**src/rtl/decoder_nxm_reg.sv**
```systemverilog
// Registered N-to-M decoder with a valid/ready input handshake,
// selectable output encoding and a programmable output hold timer.
//
// Ports:
//   clk        rising-edge clock
//   rst_n      asynchronous active-low reset
//   en         block enable; low clears the output on the next edge
//   mode       00 one-hot, 01 thermometer, 10 active-low one-hot, 11 binary
//   hold_cyc   0 = level output, N>0 = output held exactly N cycles
//   in_valid   input code valid
//   in_ready   block can accept a code (combinational)
//   in         code to decode
//   out        registered decoded pattern
//   out_valid  out holds a live pattern
//   err        one-cycle pulse after an out-of-range accept
module decoder_nxm_reg #(
    parameter int IN_W   = 3,
    parameter int OUT_W  = 8,
    parameter int HOLD_W = 4
) (
    input  logic              clk,
    input  logic              rst_n,
    input  logic              en,
    input  logic [1:0]        mode,
    input  logic [HOLD_W-1:0] hold_cyc,
    input  logic              in_valid,
    output logic              in_ready,
    input  logic [IN_W-1:0]   in,
    output logic [OUT_W-1:0]  out,
    output logic              out_valid,
    output logic              err
);

    typedef enum logic {
        IDLE   = 1'b0,
        ACTIVE = 1'b1
    } state_t;

    // OUT_W may equal 2**IN_W, so the limit needs one extra bit.
    localparam logic [IN_W:0] LIMIT = (IN_W + 1)'(OUT_W);

    state_t              state;
    state_t              state_nxt;
    logic [HOLD_W-1:0]   cnt;
    logic [HOLD_W-1:0]   cnt_nxt;
    logic [OUT_W-1:0]    out_nxt;
    logic                out_valid_nxt;
    logic                err_nxt;

    logic [IN_W:0]       code_ext;
    logic                in_range;
    logic                bad_code;
    logic                accept;
    logic [OUT_W-1:0]    onehot;
    logic [OUT_W-1:0]    thermo;
    logic [OUT_W-1:0]    pattern;

    assign code_ext = {1'b0, in};
    assign in_range = code_ext < LIMIT;
    assign bad_code = (mode != 2'b11) && !in_range;

    // In pulse mode the counter is non-zero for the whole ACTIVE
    // period, so a zero counter while ACTIVE means level mode.
    assign in_ready = en && ((state == IDLE) || (cnt == '0));
    assign accept   = in_valid && in_ready;

    always_comb begin
        onehot = '0;
        thermo = '0;
        for (int j = 0; j < OUT_W; j++) begin
            onehot[j] = (code_ext == (IN_W + 1)'(j));
            thermo[j] = ((IN_W + 1)'(j) <= code_ext);
        end
    end

    always_comb begin
        pattern = '0;
        unique case (mode)
            2'b00: pattern = onehot;
            2'b01: pattern = thermo;
            2'b10: pattern = ~onehot;
            2'b11: pattern = OUT_W'(in);
            default: pattern = '0;
        endcase
    end

    always_comb begin
        state_nxt     = state;
        cnt_nxt       = cnt;
        out_nxt       = out;
        out_valid_nxt = out_valid;
        err_nxt       = 1'b0;

        if (!en) begin
            state_nxt     = IDLE;
            cnt_nxt       = '0;
            out_nxt       = '0;
            out_valid_nxt = 1'b0;
        end else if (accept) begin
            if (bad_code) begin
                state_nxt     = IDLE;
                cnt_nxt       = '0;
                out_nxt       = '0;
                out_valid_nxt = 1'b0;
                err_nxt       = 1'b1;
            end else begin
                state_nxt     = ACTIVE;
                cnt_nxt       = hold_cyc;
                out_nxt       = pattern;
                out_valid_nxt = 1'b1;
            end
        end else if ((state == ACTIVE) && (cnt != '0)) begin
            if (cnt == HOLD_W'(1)) begin
                state_nxt     = IDLE;
                cnt_nxt       = '0;
                out_nxt       = '0;
                out_valid_nxt = 1'b0;
            end else begin
                cnt_nxt = cnt - HOLD_W'(1);
            end
        end
    end

    always_ff @(posedge clk or negedge rst_n) begin
        if (!rst_n) begin
            state     <= IDLE;
            cnt       <= '0;
            out       <= '0;
            out_valid <= 1'b0;
            err       <= 1'b0;
        end else begin
            state     <= state_nxt;
            cnt       <= cnt_nxt;
            out       <= out_nxt;
            out_valid <= out_valid_nxt;
            err       <= err_nxt;
        end
    end

endmodule

```
**config.mk**
```make
export PLATFORM = sky130hd
export DESIGN_NAME = decoder_nxm_reg
export DESIGN_NICKNAME = d
export VERILOG_FILES = /design/src/rtl/decoder_nxm_reg.sv
export SDC_FILE = /design/constraint.sdc
export NUM_CORES = 1
export LEC_CHECK = 0
export CAP_MARGIN = 10
export CORE_MARGIN = 2
export CORE_UTILIZATION = 50
export DETAILED_ROUTE_END_ITERATION = 10
export GPL_ROUTABILITY_DRIVEN = 1
export HOLD_SLACK_MARGIN = 0.15
export PLACE_DENSITY = 0.87
export RECOVER_POWER = 50
export SYNTH_ARGS = -nofsm -noshare
export SYNTH_HDL_FRONTEND = slang
export SYNTH_SLANG_ARGS = --single-unit
```
**constraint.sdc**
```tcl
create_clock -name clk -period 3.87 [get_ports clk]
set_clock_uncertainty 0.2 [all_clocks]
set_input_delay 0.774 -clock clk [delete_from_list [all_inputs] [get_ports clk]]
set_output_delay 0.774 -clock clk [all_outputs]
set_load 0.01 [all_outputs]
```
==> impl_metrics.json <==
{
  "die_y_um": 46.30,
  "antenna_cells": 0,
  "wl_mm": 1.951,
  "maxCapViolCount": 0,
  "port_buffers": 22,
  "max_stage_delay_ns": 0.64,
  "ir_drop_mv": 0.2412,
  "core_region_area_mm2": 0.001708,
  "startpoint_type": "input pin",
  "drc": 0,
  "r2r-start": "cnt[0]",
  "grt_max_degree": 16,
  "finalNonFillerCells": 145,
  "critPathArrivalTime_ns": 2.18,
  "num_rows": 15,
  "max_freq_ghz": 0.3175,
  "crit_chain": "dlygate4sd3_1, o21ai_1, inv_1, clkdlybuf4s50_1",
  "yosys_warnings": 0,
  "cts-root-buf": "clkbuf_4",
  "drive_gt1_share_pct": 6.667,
  "cts_hold_buf": 0,
  "ios": 24,
  "synth_fp_nets": 117,
  "hold_class": "reg2reg",
  "final_nets": 137,
  "dieWidth_um": 46.30,
  "start_util_pct": 52.38,
  "syn-cell-area_um2": 894.6,
  "yosys_most_used_dff": "dfrtp_1",
  "drtAntennaViolNets": 0,
  "setup.worst_path.end": "in_ready",
  "timing.rr.end": "cnt[2]",
  "grt_overflow": 0,
  "rsz0062_at_grt": "no",
  "avgViaCountPerCell": 5.566,
  "seq_area_um2": 325.3,
  "whs_ns": 0.3084,
  "worstPathRequired_ns": 2.90,
  "static-leakage-power_uw": 0.0004674,
  "finalMaxSlewViolations": 0,
  "dieArea_mm2": 0.002144,
  "synth_cells": 101,
  "cp_max_fo": 6,
  "finalHoldViolCount": 0,
  "insertion_delay_ns": 0.27,
  "dpl.hpwl_mm": 1.472,
  "setup.worst_path.end_class": "output port",
  "fillers": 146,
  "status": "finished clean",
  "synth.distinct_cells": 38,
  "ys_seq_area_share_pct": 36.36,
  "setup_viol": 0,
  "grt_first_pass_wirelength_mm": 3.022,
  "pre_cts_ws_ns": 0.8003,
  "period_minus_slack_ns": 3.149,
  "final.setup.tns_ns": 0,
  "wl_per_cell_um": 13.46,
  "clk_pin_slew_ns": 0.07,
  "fin_ws_ns": 0.7206,
  "async_flop_share_pct": 100.0,
  "htree_levels": 1,
  "cts_tree": "yes",
  "ys_ff_latch": 13,
  "cts-resized-gates": 0,
  "grt_pass1_vias": 724,
  "cts_buffer_depth": 2,
  "rr_worst_depth": 6,
  "multi_input_area_um2": 510.5,
  "rrSetupSlack_ns": 1.69,
  "vias": 807,
  "antenna_found_initial": 0,
  "postCtsSetupBuffers": 0,
  "area_delta_synth_final_pct": 26.57,
  "dr.pass1.iters": 4,
  "power-per-cell-area_mw_per_mm2": 324.5,
  "cts.sinks": 13,
  "total_power_uw": 367.4,
  "startpoint": "en",
  "numCtsBuffers": 3,
  "synth_edf_count": 0,
  "dp.cells": 141,
  "crit_type": "in2out",
  "slew_headroom_pct": 55.45,
  "max_slew.worst_pin.slew_ns": 0.6682,
  "track_usage_pct": 19.64,
  "drtIter0Drc": 8,
  "period_share_pct": 81.38,
  "gp_congestion": 0.7659,
  "slowest_stage": "dlygate4sd3_1",
  "postSynthAreaPerCell_um2": 8.858
}
-- how the worst min path moves through the flow --
| stage | from | slack [ns] | depth (start not counted) | endpoint |
|---|---|---|---|---|
| global placement | out[3] | 0.29 | 2 | out[3] |
| finish | out[3] | 0.31 | 2 | out[3] |
| global route | out[5] | 0.34 | 1 | out[5] |
| CTS | out[3] | 0.31 | 2 | out[3] |
| floorplan | rst_n | 0.28 | 0 | cnt[0] |
| detailed placement | out[3] | 0.29 | 2 | out[3] |
-- synthesized netlist by cell type, drive strengths merged, types with 2 or more instances --
master  number  area (um^2)
nor2         8        32.54
a21oi        6        33.78
ha           3        37.54
nor2b        5        31.28
dfrtp       13        325.3
o31ai        2        15.01
or4          2        15.01
a32o         5        50.05
inv          5        18.77
mux2i        3        30.03
o21ai       10        53.80
buf          6        32.53
nand2        5        18.77
a221o        2        20.02
nand3        5        25.02
nand2b       4        25.02
-- worst max-delay path, delay by kind of cell --
family / cells / cell delay (ns)
buf+inv: 3 / 1.25
compound gates: 1 / 0.15
-- state kept, by name, indices dropped and copies added, names as in the netlist --
| name | cells |
|---|---|
| out | 8 |
| cnt | 4 |
| state | 1 |
-- area by class of cell --
cell class / instances / share of cell area, %
inverters: 5 / 1.657
multi-input cells: 76 / 45.08
clock buffers: 4 / 2.320
repair buffers: 22 / 19.45
flip-flops and latches: 13 / 28.73
well taps: 25 / 2.762
-- cells in the final DEF (no fill, tap or decap), types with 3 or more instances in the layout --
cell type,count
a21oi_1,6
a32o_1,5
clkbuf_4,3
clkdlybuf4s50_1,19
dfrtp_1,13
dlygate4sd3_1,3
ha_1,3
inv_1,5
mux2i_1,3
nand2_1,5
nand2b_1,4
nand3_1,5
nor2_1,7
nor2b_1,5
o21ai_0,8
-- report_power, final --
part / internal [uW] / switching, uW / total (uW)
logic: 60.1 / 60.1 / 120
clock network: 39.9 / 41.5 / 81.4
registers: 150 / 15.8 / 166
total: 250 / 117 / 367
-- logic make-up (layout without fill, tap and decap cells) --
group | count (synthesis) | count (layout) | synth area share, %
xor gates and xnor gates | 1 | 1 | 0.9792
muxes | 3 | 3 | 3.357
buffers and inverters | 12 | 31 | 6.154
other | 1 | 1 | 0.4192
DFF | 13 | 13 | 36.36
adders and majority gates | 3 | 3 | 4.196
and+or+nand+nor | 33 | 33 | 20.28
AOI/OAI and AO/OA | 35 | 35 | 28.25
-- routing by layer --
metal  up-vias  wire length [um]  track usage, %
met4         0                 8           8.571
met1       371               904           23.30
met5         -                 0               0
met2        22               963           35.00
met3         2                76           2.353
li1        412                 -               -
-- through the flow --
stage          area (um^2)  util (%)
3_3_place_gp          1110     64.98
6_report              1132     66.30
4_1_cts               1136     66.52
2_1_floorplan        894.6         -
5_1_grt               1132     66.30
3_5_place_dp          1110     64.98
Power figures use the tool's default switching activity.
